### src/rtl/load_store_unit_pkg.sv
// Shared definitions for the RV32I load/store unit: funct3 codes, FSM states,
// the latched request payload and the access-legality rule.
package load_store_unit_pkg;

  localparam logic [2:0] F3_B  = 3'b000;
  localparam logic [2:0] F3_H  = 3'b001;
  localparam logic [2:0] F3_W  = 3'b010;
  localparam logic [2:0] F3_BU = 3'b100;
  localparam logic [2:0] F3_HU = 3'b101;

  typedef enum logic [2:0] {
    ST_IDLE    = 3'd0,
    ST_LD_ADDR = 3'd1,
    ST_LD_DATA = 3'd2,
    ST_ST_WR   = 3'd3,
    ST_RMW_RD  = 3'd4,
    ST_RMW_WR  = 3'd5
  } lsu_state_e;

  typedef struct packed {
    logic        is_store;
    logic [2:0]  funct3;
    logic [31:0] wdata;
  } lsu_req_t;

  // Misaligned halfword/word, reserved funct3, or an unsigned-store encoding.
  function automatic logic lsu_is_error(input logic is_store, input logic [2:0] funct3,
                                        input logic [1:0] addr_lo);
    logic err;
    case (funct3)
      F3_B:    err = 1'b0;
      F3_H:    err = addr_lo[0];
      F3_W:    err = (addr_lo != 2'b00);
      F3_BU:   err = is_store;
      F3_HU:   err = is_store | addr_lo[0];
      default: err = 1'b1;
    endcase
    return err;
  endfunction

endpackage

### src/rtl/load_store_unit_align.sv
// Lane steering for the LSU: load extraction/extension, store byte mask and
// the read-modify-write merged word. Purely combinational.
module lsu_align
  import load_store_unit_pkg::*;
(
  input  logic [2:0]  funct3_i,
  input  logic [1:0]  addr_lo_i,
  input  logic [31:0] wdata_i,
  input  logic [31:0] rdata_i,
  output logic [31:0] load_data_o,
  output logic [3:0]  wmask_o,
  output logic [31:0] merged_o
);

  logic [7:0]  byte_lane;
  logic [15:0] half_lane;
  logic [31:0] repl;
  logic [31:0] bm;

  always_comb begin
    byte_lane = rdata_i[{addr_lo_i, 3'b000} +: 8];
    half_lane = rdata_i[{addr_lo_i[1], 4'b0000} +: 16];
    case (funct3_i)
      F3_B:    load_data_o = {{24{byte_lane[7]}}, byte_lane};
      F3_H:    load_data_o = {{16{half_lane[15]}}, half_lane};
      F3_W:    load_data_o = rdata_i;
      F3_BU:   load_data_o = {24'h0, byte_lane};
      F3_HU:   load_data_o = {16'h0, half_lane};
      default: load_data_o = 32'h0;
    endcase
  end

  // Store size comes from funct3[1:0]; unsigned encodings never reach a write.
  always_comb begin
    case (funct3_i[1:0])
      2'b00: begin
        wmask_o = 4'b0001 << addr_lo_i;
        repl    = {4{wdata_i[7:0]}};
      end
      2'b01: begin
        wmask_o = 4'b0011 << {addr_lo_i[1], 1'b0};
        repl    = {2{wdata_i[15:0]}};
      end
      default: begin
        wmask_o = 4'b1111;
        repl    = wdata_i;
      end
    endcase
    for (int i = 0; i < 4; i++) begin
      bm[8*i +: 8] = {8{wmask_o[i]}};
    end
    merged_o = (rdata_i & ~bm) | (repl & bm);
  end

endmodule

### src/rtl/load_store_unit.sv
// RV32I load/store unit: turns byte-addressed loads/stores into word accesses on a
// 1-cycle registered-read data memory, using read-modify-write for SB/SH.
module load_store_unit
  import load_store_unit_pkg::*;
#(
  parameter int unsigned ADDR_WIDTH = 13
) (
  input  logic                  clk,
  input  logic                  rst_n,
  input  logic                  req_valid,
  output logic                  req_ready,
  input  logic                  req_is_store,
  input  logic [2:0]            req_funct3,
  input  logic [31:0]           req_addr,
  input  logic [31:0]           req_wdata,
  output logic                  resp_valid,
  output logic [31:0]           resp_rdata,
  output logic                  resp_misaligned,
  output logic                  mem_we,
  output logic [3:0]            mem_wmask,
  output logic [ADDR_WIDTH-1:0] mem_addr,
  output logic [31:0]           mem_wdata,
  input  logic [31:0]           mem_rdata
);

  localparam int unsigned BA_W = ADDR_WIDTH + 2;

  lsu_state_e        state_q, state_d;
  lsu_req_t          req_q, req_d;
  logic [BA_W-1:0]   addr_q, addr_d;
  logic              resp_valid_q, resp_valid_d;
  logic [31:0]       resp_rdata_q, resp_rdata_d;
  logic              resp_mis_q, resp_mis_d;

  logic [31:0]       load_data;
  logic [3:0]        align_wmask;
  logic [31:0]       merged_word;

  // Byte address bits above the memory size wrap silently.
  logic unused_addr_hi;
  assign unused_addr_hi = ^req_addr[31:BA_W];

  lsu_align u_align (
    .funct3_i    (req_q.funct3),
    .addr_lo_i   (addr_q[1:0]),
    .wdata_i     (req_q.wdata),
    .rdata_i     (mem_rdata),
    .load_data_o (load_data),
    .wmask_o     (align_wmask),
    .merged_o    (merged_word)
  );

  always_ff @(posedge clk) begin
    if (!rst_n) begin
      state_q      <= ST_IDLE;
      req_q        <= '0;
      addr_q       <= '0;
      resp_valid_q <= 1'b0;
      resp_rdata_q <= 32'h0;
      resp_mis_q   <= 1'b0;
    end else begin
      state_q      <= state_d;
      req_q        <= req_d;
      addr_q       <= addr_d;
      resp_valid_q <= resp_valid_d;
      resp_rdata_q <= resp_rdata_d;
      resp_mis_q   <= resp_mis_d;
    end
  end

  // Next state and response; illegal accesses answer from IDLE without a memory cycle.
  always_comb begin
    state_d      = state_q;
    req_d        = req_q;
    addr_d       = addr_q;
    resp_valid_d = 1'b0;
    resp_rdata_d = 32'h0;
    resp_mis_d   = 1'b0;
    unique case (state_q)
      ST_IDLE: begin
        if (req_valid) begin
          req_d  = '{is_store: req_is_store, funct3: req_funct3, wdata: req_wdata};
          addr_d = req_addr[BA_W-1:0];
          if (lsu_is_error(req_is_store, req_funct3, req_addr[1:0])) begin
            resp_valid_d = 1'b1;
            resp_mis_d   = 1'b1;
          end else if (!req_is_store) begin
            state_d = ST_LD_ADDR;
          end else if (req_funct3 == F3_W) begin
            state_d = ST_ST_WR;
          end else begin
            state_d = ST_RMW_RD;
          end
        end
      end
      ST_LD_ADDR: state_d = ST_LD_DATA;
      ST_LD_DATA: begin
        resp_valid_d = 1'b1;
        resp_rdata_d = load_data;
        state_d      = ST_IDLE;
      end
      ST_ST_WR: begin
        resp_valid_d = 1'b1;
        state_d      = ST_IDLE;
      end
      ST_RMW_RD: state_d = ST_RMW_WR;
      ST_RMW_WR: begin
        resp_valid_d = 1'b1;
        state_d      = ST_IDLE;
      end
      default: state_d = ST_IDLE;
    endcase
  end

  // Memory strobes decode the state directly; reset suppresses any write in flight.
  always_comb begin
    mem_we    = rst_n & ((state_q == ST_ST_WR) | (state_q == ST_RMW_WR));
    mem_wmask = mem_we ? align_wmask : 4'b0000;
    mem_wdata = (state_q == ST_RMW_WR) ? merged_word : req_q.wdata;
  end

  assign req_ready       = (state_q == ST_IDLE);
  assign mem_addr        = addr_q[BA_W-1:2];
  assign resp_valid      = resp_valid_q;
  assign resp_rdata      = resp_rdata_q;
  assign resp_misaligned = resp_mis_q;

endmodule
### config.mk
export PLATFORM = sky130hd
export DESIGN_NAME = load_store_unit
export DESIGN_NICKNAME = d
export VERILOG_FILES = /design/src/rtl/load_store_unit_pkg.sv /design/src/rtl/load_store_unit_align.sv /design/src/rtl/load_store_unit.sv
export SDC_FILE = /design/constraint.sdc
export NUM_CORES = 1
export LEC_CHECK = 0
export CELL_PAD_IN_SITES_DETAIL_PLACEMENT = 1
export CELL_PAD_IN_SITES_GLOBAL_PLACEMENT = 1
export CORE_ASPECT_RATIO = 1.75
export CORE_MARGIN = 1.5
export CORE_UTILIZATION = 28
export CTS_BUF_LIST = sky130_fd_sc_hd__clkbuf_2
export CTS_CLUSTER_SIZE = 24
export DETAILED_ROUTE_END_ITERATION = 12
export GPL_TIMING_DRIVEN = 0
export PLACE_DENSITY = 0.8
export SYNTH_ARGS = -nofsm -noshare
export SYNTH_HDL_FRONTEND = slang
export SYNTH_SLANG_ARGS = --single-unit
### constraint.sdc
create_clock -name clk -period 1.8 [get_ports clk]
set_clock_uncertainty 0.2 [all_clocks]
set_input_delay 0.27 -clock clk [delete_from_list [all_inputs] [get_ports clk]]
set_output_delay 0.27 -clock clk [all_outputs]
set_load 0.02 [all_outputs]
# Yosys cells after proc, flatten, opt, wreduce, memory -nomap -nowiden
# Cells that the tools add are included.
# W data, S select, Z words.
[word_totals] register_bits=87
[classes] eq_ne=16 shift=4 mux=16 bitwise=7 n_reduce_logical=10
[ops] cell="$pmux W32 S5" n=1
[ops] cell="$and A32 B32 Y32" n=2
[ops] cell="$pmux W32 S2" n=1
[ops] cell="$mux W32" n=1
[ops] cell="$not A32 Y32" n=1
[ops] cell="$or A32 B32 Y32" n=1
[ops] cell="$shiftx A32 B6 Y16" n=1
[ops] cell="$shiftx A32 B6 Y8" n=1
[ops] cell="$eq A3 B3 Y1 const B" n=6
[ops] cell="$eq A3 B2 Y1 const B" n=4
[ops] cell="$mux W3" n=4
[ops] cell="$eq A3 B1 Y1 const B" n=3
[ops] cell="$logic_not A3 Y1" n=3
[ops] cell="$pmux W3 S3" n=1
[ops] cell="$pmux W4 S2" n=1
[ops] cell="$reduce_and A2 Y1" n=4
[ops] cell="$pmux W1 S5" n=1
[ops] cell="$mux W1" n=4
[ops] cell="$mux W4" n=1
[ops] cell="$ne A2 B2 Y1 const B" n=2
[ops] cell="$shl A1 B2 Y4 const A" n=1
[ops] cell="$shl A2 B2 Y4 const A" n=1
[ops] cell="$reduce_or A3 Y1" n=1
[ops] cell="$eq A2 B1 Y1 const B" n=1
[ops] cell="other kinds (5)" n=6

# Depth between registers and ports, before layout
# Gate-level depths: netlist of run 1.
[logic_depth] word_depth=7 ltp_mapped=7 ltp_nobuf=4

# Hierarchy
# Synthesis of run 1 repeated with hierarchy kept, for this count alone.
[hier_totals] cells_unflattened=602 hier_area_um2=5104.9
[by_module_without_submodules] module="load_store_unit" instances=1 cells_per_inst=373 area_each_um2=3485.8 seq_area_each_um2=1741.7
[by_module_without_submodules] module="lsu_align" instances=1 cells_per_inst=229 area_each_um2=1619.1 seq_area_each_um2=0.0

# Least setup slack after synthesis of run 1
# OpenSTA, ideal clock, no wires.
[synth_timing] kind="register to output" startpoint="register addr_q[1]" endpoint="output mem_wdata[30]" arrival_time_ps=1643 setup_slack_ps=-313 stages_incl_launch_ff=7 path_cell_list="dfxtp_1 -> buf_4 -> buf_2 -> o21ai_1 -> buf_2 -> a21oi_1 -> o21ai_0"
[synth_between] elab_chain_len=6
[synth_rtl] element="start, declared" line_no="load_store_unit.sv:30" source="logic [BA_W-1:0] addr_q, addr_d;"
[synth_rtl] element="start signal, assigned" line_no="load_store_unit.sv:64" source="addr_q <= addr_d;"
[synth_rtl] element="$shl A2 B2 Y4 or $shl A1 B2 Y4 (tied branches)" line_no="load_store_unit_align.sv:41, load_store_unit_align.sv:37"
[synth_rtl] element="$pmux W4 S2 (*)" line_no="load_store_unit_align.sv:35" source="case (funct3_i[1:0])"
[synth_rtl] element="$not A32 Y32" line_no="load_store_unit_align.sv:52" source="merged_o = (rdata_i & ~bm) | (repl & bm);"
[synth_rtl] element="$and A32 B32 Y32" line_no="load_store_unit_align.sv:52"
[synth_rtl] element="$or A32 B32 Y32 (*)" line_no="load_store_unit_align.sv:52"
[synth_rtl] element="$mux W32 (*)" line_no="load_store_unit.sv:119" source="mem_wdata = (state_q == ST_RMW_WR) ? merged_word : req_q.wdata;"
[synth_rtl] element="end, declared" line_no="load_store_unit.sv:22" source="output logic [31:0] mem_wdata,"
# Every way passes the cells marked *; elsewhere a longest branch is shown, timed or not.

# Worst setup path after layout of run 1
[layout_timing] startpoint="register req_q[32] (netlist name)" endpoint="output mem_wdata[24]"
[layout_between] elab_chain_len=6
[layout_rtl] element="start, declared" line_no="load_store_unit.sv:29" source="lsu_req_t req_q, req_d;"
[layout_rtl] element="start signal, assigned" line_no="load_store_unit.sv:63" source="req_q <= req_d;"
[layout_rtl] element="$eq A2 B1 Y1 or $logic_not A2 Y1 (tied branches)" line_no="load_store_unit_align.sv:35"
[layout_rtl] element="$pmux W4 S2" line_no="load_store_unit_align.sv:35"
[layout_rtl] element="$not A32 Y32" line_no="load_store_unit_align.sv:52"
[layout_rtl] element="$and A32 B32 Y32" line_no="load_store_unit_align.sv:52"
[layout_rtl] element="$or A32 B32 Y32 (*)" line_no="load_store_unit_align.sv:52"
[layout_rtl] element="$mux W32 (*)" line_no="load_store_unit.sv:119"
# Marked as above.

==> metrics, run 1 <==
status=complete, but fails checks; violated checks=hold timing, setup timing; CTS clk-pin slew, worst paths=0.30 ns; Synth top cells by count=136 x nand2_1, 87 x dfxtp_1, 50 x a21boi_0; Synth-to-Final Area Change=94.9%; via count=5291; pin count of the biggest net entering global routing=14; Final nets=883; Max Cap Viol=0; Synth Instances=527; Seq/Total Area, Yosys=0.401; GRT overflow=0; ys async rst share=0; GPL Wtd Cong=0.873; CP startpoint kind=flip-flop; Max Root-Sink Buffers=2; vias in the first global route=5411; hold worst-path end=req_q[18]$_SDFFE_PN0P_; max frequency=361 MHz; final slew viol count=0; reg2reg setup slack=-0.23 ns; Post-synth EDFFs=0; Synth Warn #=0; worst hold start=req_wdata[18]; root buf cell=clkbuf_2; initial antenna violation count=1; count of antenna-violating nets left after detailed routing=0; PwrDens=642 nW/um^2; depth of the most critical reg-to-reg path=6; Layout Cells excl Fill=971; final WL=25100 um; CORE AREA=15200 um^2; mapped cell area=4350 um^2; Horiz. Die Dim=97.2 um; area leader, netlist=dfxtp_1; Period minus WS final=2.77 ns; first-pass GRT wire length=30000 um; Setup-failing EPs final=123; RSZ-0062 raised after global routing=true; worst-path cell chain=buf_12 > buf_4 > o21ai_4 > buf_6 > nor2_2 > a21oi_2 > o21ai_2 > buf_6; crit-path max FO=8; Cell variety after synth=38; leak pwr=0.00339 uW; worst slew pin tran=0.673 ns; Finished Cell Area=8470 um^2; count of input and output buffers=169; Vert. Die Dim=168 um; Hold Worst Slack=-0.0584 ns; most common cell in the netlist=nand2_1; DP Area=6420 um^2; initial detailed-routing violation count=276; Worst R2R End=resp_rdata[16]$_SDFF_PN0_; Mapped Nets=630; main flop type after synthesis=dfxtp_1; Hold WC Path Type=input pin to flip-flop; CTS sink count=87; CP arrival=2.30 ns; Final Hold Viols=5; Die ar.=16300 um^2; Tot GR Track Use=0.238; Num CTS Buffers=9; top post-synthesis cells by area=dfxtp_1 40%, nand2_1 12%, a21boi_0 8.6%; Worst EP required=1.33 ns; worst setup margin=-0.969 ns; post-synth top area share=0.401; CTS tree=yes; Initial DRT Pass Iterations=5; WL/cell=25.9 um; CP max stage cell=dfxtp_4; I/O Pins=188; Crit Path Category=flip-flop to output port; maximum VDD drop=0.000422 V; FP Rows=60; share of cells above drive strength 1=0.472; Worst Hold Path Cells=3; HPWL after DPL=14100 um; setup tns final=-39.15 ns; Slew headroom=0.551; Post-Place Cells=882; number of vias per cell=5.45; DRC errors left=0; crit path capture type=output port; RR Startpoint=addr_q[1]$_SDFFE_PN0P_; Initial Util=0.285; syn_area_per_cell=8.25 um^2; Tcrit/Tclk final=1.54; #FFs+latches synth=87; CP peak stage delay=0.43 ns; CTS H-tree lvls=3; Worst path most repeated cell=buf_6; clock insertion delay at the later pin of the skew report=0.59 ns
-- worst max path at each step --
stage / depth (start not counted) / to / start
6_report: 8 / mem_wdata[24] / req_q[32]$_SDFFE_PN0P_
5_1_grt: 7 / mem_wdata[5] / addr_q[0]$_SDFFE_PN0P_
4_1_cts: 6 / mem_wdata[2] / state_q[1]$_SDFFE_PN0P_
3_5_place_dp: 5 / mem_wdata[1] / state_q[0]$_SDFFE_PN0P_
3_3_place_gp: 6 / mem_wdata[19] / addr_q[1]$_SDFFE_PN0P_
2_1_floorplan: 5 / mem_wdata[22] / addr_q[1]$_SDFFE_PN0P_
-- stage by stage --
stage	total power, uW	worst slack (ns)	hold slack (ns)	utilization
finish	5440	-0.969	-0.0584	0.556
global route	5590	-1.03	-0.0391	0.556
CTS	4790	-0.824	0.00524	0.480
detailed placement	3530	-0.915	0.261	0.421
global placement	3490	-0.862	0.252	0.421
floorplan	2900	-0.196	0.210	-
-- sequential cells by signal, indices dropped and copies added, names as in the netlist --
name and cells:
addr_q 15, req_q 35, resp_misaligned 1, resp_rdata 32
resp_valid 1, state_q 3
-- cells by family after synthesis --
logic type                after synthesis  share of synthesized area
and+or+nand+nor                       202                      0.197
xor gates and xnor gates                1                    0.00202
AOI/OAI and AO/OA                     134                      0.215
muxes                                  47                      0.116
buffers and inverters                  56                     0.0703
DFF                                    87                      0.401
-- where the power goes --
| group | internal [uW] | switching (uW) | leakage (uW) | total [uW] |
|---|---|---|---|---|
| Clock | 309 | 746 | 0.0000713 | 1060 |
| Combinational | 1100 | 1120 | 0.00260 | 2220 |
| Sequential | 2030 | 123 | 0.000719 | 2160 |
| Total | 3450 | 1990 | 0.00339 | 5440 |
-- area by class of cell --
class                   count  area [um^2]
diodes                      1         2.50
repair buffers            242         2510
flip-flops and latches     87         1780
plain buffers              49          495
inverters                   5         18.8
well taps                 186          233
multi-input cells         386         3330
clock buffers              10         50.0
fillers                  1670         6770
clock inverters             5         50.0
-- per-layer routing --
| metal | track usage | part of all wire | up-vias | routed length [um] |
|---|---|---|---|---|
| met5 | 0 | 0 | - | 0 |
| met4 | 0.179 | 0.074 | 0 | 1850 |
| met3 | 0.0369 | 0.043 | 90 | 1070 |
| met2 | 0.458 | 0.55 | 244 | 13800 |
| met1 | 0.220 | 0.33 | 2639 | 8410 |
| li1 | - | - | 2318 | - |
-- repair_timing --
item,4_1_cts,5_1_grt
buffers inserted,29,23
setup endpoints to repair,169,126
hold buffers,14,1
gates resized for setup,413,272
pin swaps,15,66
endpoints found under the hold margin,14,1
gates cloned,4,11
-- critical path: cells and delay by family (launching register included) --
kind	cells	cell delay, ns
compound gates	3	0.62
buf+inv	4	0.58
flops	1	0.43
simple gates	1	0.06
-- layout by cell type, fill, tap and decap left out, types with 6 or more instances in the layout --
cell type          n
nand2_1          108
clkdlybuf4s50_1   84
dfxtp_1           69
buf_6             61
buf_4             41
a21boi_1          35
dlygate4sd2_1     31
a21oi_2           23
nand2_2           18
clkbuf_2          15
a21boi_2          15
buf_2             15
dlygate4sd3_1     15
nor2_1            14
mux2i_4           14
dfxtp_2           13
mux2_2            12
mux2_4            11
clkbuf_16         10
buf_8              9
o21ai_4            9
nor2_2             9
nand2_4            9
buf_12             8
o21ai_2            8
and2_1             8
a22oi_2            8
mux2i_1            7
a21oi_4            7
nor2_4             7
a222oi_1           7
clkbuf_1           6
Power figures use the tool's default switching activity.
==> inputs of run 2 (changes only) <==
--- a/config.mk
+++ b/config.mk
@@ -9,7 +9,7 @@
 export CELL_PAD_IN_SITES_GLOBAL_PLACEMENT = 1
 export CORE_ASPECT_RATIO = 1.75
 export CORE_MARGIN = 1.5
-export CORE_UTILIZATION = 28
+export CORE_UTILIZATION = 30
 export CTS_BUF_LIST = sky130_fd_sc_hd__clkbuf_2
 export CTS_CLUSTER_SIZE = 24
 export DETAILED_ROUTE_END_ITERATION = 12
@@ -17,4 +17,5 @@
 export PLACE_DENSITY = 0.8
 export SYNTH_ARGS = -nofsm -noshare
 export SYNTH_HDL_FRONTEND = slang
+export SYNTH_HIERARCHICAL = 1
 export SYNTH_SLANG_ARGS = --single-unit
==> run 2 against run 1 <==
The flow still finishes with violations (hold timing, setup timing). Worst setup slack lost 0.25 ns. Global-route usage is 3.3 points higher. Cell count is 15% higher. Via count is 14% higher. Die area rose by 9.4%. Final area is 10% higher. Clock-buffer cell count stayed put. First-iteration DRC count is 4.3% higher. Synthesized area grew 17%. Register-to-register slack worse by 0.05 ns. Worst hold slack improved by 0.055 ns. Critical path depth did not move.
==> metrics, run 2 <==
status=complete, but fails checks; violated checks=hold timing, setup timing; Compound-Gate Fraction of Synth Area=0.184; CP max stage cell=dfxtp_2; Synth top cells by count=142 x nand2_1, 87 x dfxtp_1, 61 x mux2_2; worst slew pin tran=0.561 ns; GRT overflow=0; Seq/Total Area, Yosys=0.341; Final Hold Viols=1; Top Usage Layer GRT=met2; vias in the first global route=6301; Most flops, register=req_q; #FFs+latches synth=87; Tot GR Track Use=0.271; RSZ-0062 raised after global routing=true; delay-heaviest family, CP=multiplexers; GR Layer Usage met3=0.0454; Worst Hold Path Cells=3; Vert. Die Dim=176 um; Max Cap Viol=0; Horiz. Die Dim=102 um; most common cell after layout, fill and taps aside=nand2_1; syn_area_per_cell=8.48 um^2; count of input and output buffers=169; final slew viol count=0; CTS tree=yes; crit-path max FO=5; CP peak stage delay=0.40 ns; setup tns final=-49.48 ns; leak pwr=0.00402 uW; Tcrit/Tclk final=1.68; reg2reg setup slack=-0.28 ns; Layout Cells excl Fill=1115; Synth Warn #=6; DRC errors left=0; met1 GRT Util=0.277; Mapped Nets=705; Die ar.=17800 um^2; depth of the most critical reg-to-reg path=8; Max Root-Sink Buffers=2; Num CTS Buffers=9; Final nets=988; PwrDens=577 nW/um^2; hold worst-path end=req_q[20]$_SDFFE_PN0P_; WL/cell=23.8 um; crit path capture type=output port; met2 Use GR=0.483; Hold WC Path Type=input pin to flip-flop; most frequent cells in the layout=94 x nand2_1, 84 x clkdlybuf4s50_1, 67 x buf_6, 67 x mux2_4, 67 x dfxtp_1; main combinational cell family by area after synthesis=simple AND/OR/NAND/NOR gates; GPL Wtd Cong=0.881; initial detailed-routing violation count=288; Synth Instances=602; CTS H-tree lvls=3; number of vias per cell=5.42; max frequency=332 MHz; HPWL after DPL=15000 um; count of antenna-violating nets left after detailed routing=0; mapped cell area=5100 um^2; Simple-Gate Fraction of Synth Area=0.212; CP startpoint kind=flip-flop; final WL=26500 um; area leader, netlist=dfxtp_1; Initial Util=0.309; post-synthesis mux area share=0.187; initial antenna violation count=1; worst hold start=req_wdata[20]; adder-cell share of the synthesized area=0; area of the multi-input gates=3790 um^2; Hold Worst Slack=-0.00368 ns; maximum VDD drop=0.000297 V; root buf cell=clkbuf_2; Worst EP required=1.33 ns; XOR/XNOR share of the synthesized area=0.00172; worst setup margin=-1.22 ns; ys async rst share=0; Buf/Inv on CP=4; main flop type after synthesis=dfxtp_1; register area=1770 um^2; Cell variety after synth=53; Fill cells=1830; RR Startpoint=addr_q[1]$_SDFFE_PN0P_; Post-synth EDFFs=0; Worst R2R End=resp_rdata[0]$_SDFF_PN0_; CTS sink count=87; via count=6038; I/O Pins=188; Setup-failing EPs final=121; CTS clk-pin slew, worst paths=0.27 ns; first-pass GRT wire length=36300 um; CORE AREA=16500 um^2; Crit Path Category=flip-flop to output port; FP Rows=62; post-synth top area share=0.341; top post-synthesis cells by area=dfxtp_1 34%, mux2_2 13%, nand2_1 10%; pin count of the biggest net entering global routing=15; worst-path cell chain=buf_8 > buf_2 > buf_4 > mux2i_2 > o21ai_0 > mux2_4 > mux2_4 > buf_2; Post-Place Cells=995; number of flip-flops in the largest register=35; CP arrival=2.55 ns; most common cell in the netlist=nand2_1; Slew headroom=0.626; share of cells above drive strength 1=0.464; clock insertion delay at the later pin of the skew report=0.62 ns; Initial DRT Pass Iterations=5; Period minus WS final=3.02 ns; Synth-to-Final Area Change=82.8%
[run 2: worst max path at each step]
stage | cells after the start | from | to
2_1_floorplan | 5 | req_q[32]$_SDFFE_PN0P_ | mem_wdata[10]
3_3_place_gp | 7 | req_q[32]$_SDFFE_PN0P_ | mem_wdata[28]
3_5_place_dp | 7 | req_q[32]$_SDFFE_PN0P_ | mem_wdata[28]
4_1_cts | 8 | req_q[32]$_SDFFE_PN0P_ | mem_wdata[13]
5_1_grt | 7 | req_q[32]$_SDFFE_PN0P_ | mem_wdata[27]
6_report | 8 | req_q[32]$_SDFFE_PN0P_ | mem_wdata[31]
[run 2: kinds of logic after synthesis]
logic type,count (synthesis)
compound gates,129
xor+xnor,1
buf+inv,68
flops,87
mux,82
simple gates,235
[run 2: area by class of cell]
type,count,share of cell area
Multi-Input combinational cell,447,0.406
Timing Repair Buffer,276,0.297
Sequential cell,87,0.190
Buffer,59,0.0613
Tap cell,224,0.0300
Clock inverter,6,0.00657
Clock buffer,10,0.00536
Inverter,5,0.00335
Antenna cell,1,0.000268
[run 2: power breakdown]
group / switching [uW] / internal, uW / total [uW]
Combinational: 1020 / 1170 / 2190
Clock: 748 / 318 / 1070
Sequential: 116 / 2020 / 2130
[run 2: timing repair]
action / 4_1_cts / 5_1_grt
endpoints found under the hold margin: 39 / 4
pin swaps: 98 / 25
setup buffers: 47 / 16
resized for setup: 587 / 104
hold buffers: 36 / 4
endpoints found under the setup margin: 168 / 139
cloned: 9 / 0
[run 2: worst min-delay path, delay by kind of cell]
family	cells	cell delay [ns]
AOI/OAI and AO/OA	1	0.05
buffers and inverters	1	0.41
and+or+nand+nor	1	0.10
[run 2: routing by layer]
layer	vias up	wire [um]
li1	2628	-
met2	364	13700
met4	0	2200
met3	146	1510
met1	2900	9060
met5	-	0
[run 2: metrics by stage]
step                      setup slack, ns  area, um^2  total power, uW  utilization
after floorplan                    -0.249        5250             2930            -
after global placement              -1.02        7220             3500        0.437
after detailed placement            -1.04        7220             3520        0.437
after CTS                           -1.15        8890             5110        0.538
after global routing                -1.26        9330             5570        0.565
final                               -1.22        9330             5390        0.565
==> inputs of run 3 (changes only) <==
--- a/config.mk
+++ b/config.mk
@@ -7,14 +7,13 @@
 export LEC_CHECK = 0
 export CELL_PAD_IN_SITES_DETAIL_PLACEMENT = 1
 export CELL_PAD_IN_SITES_GLOBAL_PLACEMENT = 1
-export CORE_ASPECT_RATIO = 1.75
 export CORE_MARGIN = 1.5
-export CORE_UTILIZATION = 30
+export CORE_UTILIZATION = 33
 export CTS_BUF_LIST = sky130_fd_sc_hd__clkbuf_2
 export CTS_CLUSTER_SIZE = 24
 export DETAILED_ROUTE_END_ITERATION = 12
 export GPL_TIMING_DRIVEN = 0
-export PLACE_DENSITY = 0.8
+export PLACE_DENSITY = 0.83
 export SYNTH_ARGS = -nofsm -noshare
 export SYNTH_HDL_FRONTEND = slang
 export SYNTH_HIERARCHICAL = 1
==> constraint.sdc (replaced) <==
create_clock -name clk -period 3.19 [get_ports clk]
set_clock_uncertainty 0.2 [all_clocks]
set_input_delay 0.4785 -clock clk [delete_from_list [all_inputs] [get_ports clk]]
set_output_delay 0.4785 -clock clk [all_outputs]
set_load 0.02 [all_outputs]
==> run 3 against run 2 <==
The flow finishes with violations (setup timing). Core utilization decreased by 8.3 points. Register-to-register slack gained 1.4 ns. Final area shrank 22%. Die area fell by 9.1%. Worst hold slack improved by 0.067 ns. Clock-buffer cell count did not move. Highest routed layer unchanged. First-iteration DRC count is 5.9% lower. Sequential power decreased by 44%. Worst setup slack gained 1.2 ns.
==> metrics, run 3 (synthesized netlist as in run 2, its figures left out) <==
crit path capture type=output port; Vert. Die Dim=127 um; initial detailed-routing violation count=271; number of flip-flops in the largest register=35; Hold WC Path Type=input pin to flip-flop; Psw=835 uW; CP max stage cell=dfxtp_4; Slew headroom=0.446; clock insertion delay at the later pin of the skew report=0.61 ns; GRT overflow=0; worst-path cell chain=or2_4 > a21o_1 > buf_6 > buf_6 > buf_6 > mux2_4 > mux2_4 > buf_6; area of the multi-input gates=3070 um^2; depth of the most critical reg-to-reg path=6; CP peak stage delay=0.41 ns; RR Startpoint=addr_q[1]$_SDFFE_PN0P_; leak pwr=0.00297 uW; Tcrit/Tclk final=1.00; vias in the first global route=5260; worst hold start=rst_n; CTS sink count=87; crit-path max FO=6; Post-Place Cells=959; CTS H-tree lvls=3; CTS tree=yes; Max Cap Viol=0; number of vias per cell=5.08; Logic pwr share=0.322; initial antenna violation count=1; worst slew pin tran=0.825 ns; DRC errors left=0; Final Hold Viols=0; PwrDens=341 nW/um^2; Horiz. Die Dim=127 um; Die ar.=16200 um^2; DP Area=7030 um^2; Worst EP required=2.51 ns; Worst R2R End=resp_rdata[23]$_SDFF_PN0_; CP startpoint kind=flip-flop; most common cell after layout, fill and taps aside=nand2_1; FP Rows=45; register area=1760 um^2; Most flops, register=req_q; delay-heaviest family, CP=multiplexers; register share of total power=0.478; RSZ-0062 raised after global routing=true; GPL Wtd Cong=0.877; count of input and output buffers=169; status=complete, but fails checks; Final nets=899; Num CTS Buffers=9; Worst path most repeated cell=buf_6; Tot GR Track Use=0.227; final WL=18500 um; CP arrival=2.51 ns; count of antenna-violating nets left after detailed routing=0; Period minus WS final=3.19 ns; Int Pwr=1650 uW; max frequency=313 MHz; Crit Path Category=flip-flop to output port; Design Power=2480 uW; Worst Hold Path Cells=2; via count=5025; Layout Cells excl Fill=989; Worst path depth=8; first-pass GRT wire length=28300 um; Setup-failing EPs final=1; Fill cells=1787; root buf cell=clkbuf_2; share of cells above drive strength 1=0.243; Initial DRT Pass Iterations=6; Initial Util=0.337; hold worst-path end=req_q[5]$_SDFFE_PN0P_; Synth-to-Final Area Change=42.8%; Finished Cell Area=7290 um^2; setup slack at placement=0.161 ns; Net Sw Frac=0.336; most frequent cells in the layout=142 x nand2_1, 135 x clkdlybuf4s50_1, 82 x dfxtp_1; reg2reg setup slack=1.13 ns; HPWL after DPL=14500 um; maximum VDD drop=0.000178 V; clock network fraction of design power=0.200; Max Root-Sink Buffers=2; Buf/Inv on CP=4; CTS clk-pin slew, worst paths=0.25 ns; final slew viol count=0; I/O Pins=188; worst setup margin=-0.0000442 ns; setup tns final=-0.0000442 ns; WL/cell=18.7 um; violated checks=setup timing; CORE AREA=15100 um^2; pin count of the biggest net entering global routing=20
## run 3: power groups by stage
stage	Combinational, uW	Clock (uW)	Sequential, uW
2_1_floorplan	438	0	1190
3_3_place_gp	741	0	1200
3_5_place_dp	758	0	1200
4_1_cts	769	522	1190
5_1_grt	860	550	1190
6_report	799	497	1190
## run 3: what timing repair did
item                                    in CTS  in global routing
cloned                                       1                  0
buffers inserted                            14                  3
resized for setup                          108                 63
pin swaps                                    4                  5
endpoints found under the setup margin      36                 33
hold buffers                                 0                  0
## run 3: worst register-to-register path, cell delays in order, from the launching register on
cell      delay [ns]
dfxtp_2         0.39
buf_6           0.17
mux2_2          0.36
nand3b_1        0.25
buf_2           0.29
o211ai_1        0.13
and2_1          0.18
## run 3: area by class of cell
cell class / instances / area share
multi-input cells: 448 / 0.421
repair buffers: 186 / 0.242
flip-flops and latches: 87 / 0.241
plain buffers: 59 / 0.0486
well taps: 188 / 0.0323
clock buffers: 10 / 0.00686
clock inverters: 5 / 0.00480
inverters: 5 / 0.00326
diodes: 1 / 0.000343
## run 3: per-stage QoR
stage	util	hold WS (ns)
floorplan	-	0.235
global placement	0.464	0.244
detailed placement	0.464	0.254
CTS	0.477	0.0167
global route	0.481	0.0476
finish	0.481	0.0630
## run 3: how the worst max path moves through the flow
| stage | from | to |
|---|---|---|
| after CTS | addr_q[0]$_SDFFE_PN0P_ | mem_wdata[25] |
| after detailed placement | addr_q[1]$_SDFFE_PN0P_ | mem_wdata[10] |
| after global placement | addr_q[1]$_SDFFE_PN0P_ | mem_wdata[10] |
| final | req_q[32]$_SDFFE_PN0P_ | mem_wdata[25] |
| after global routing | req_q[32]$_SDFFE_PN0P_ | mem_wdata[25] |
| after floorplan | req_q[33]$_SDFFE_PN0P_ | mem_wdata[10] |
## run 3: metal layers
| layer | GRT usage | up-vias | share of wire |
|---|---|---|---|
| li1 | - | 2452 | - |
| met1 | 0.282 | 2382 | 0.44 |
| met2 | 0.394 | 163 | 0.49 |
| met3 | 0.0394 | 28 | 0.053 |
| met4 | 0.0829 | 0 | 0.019 |
| met5 | 0 | - | 0 |
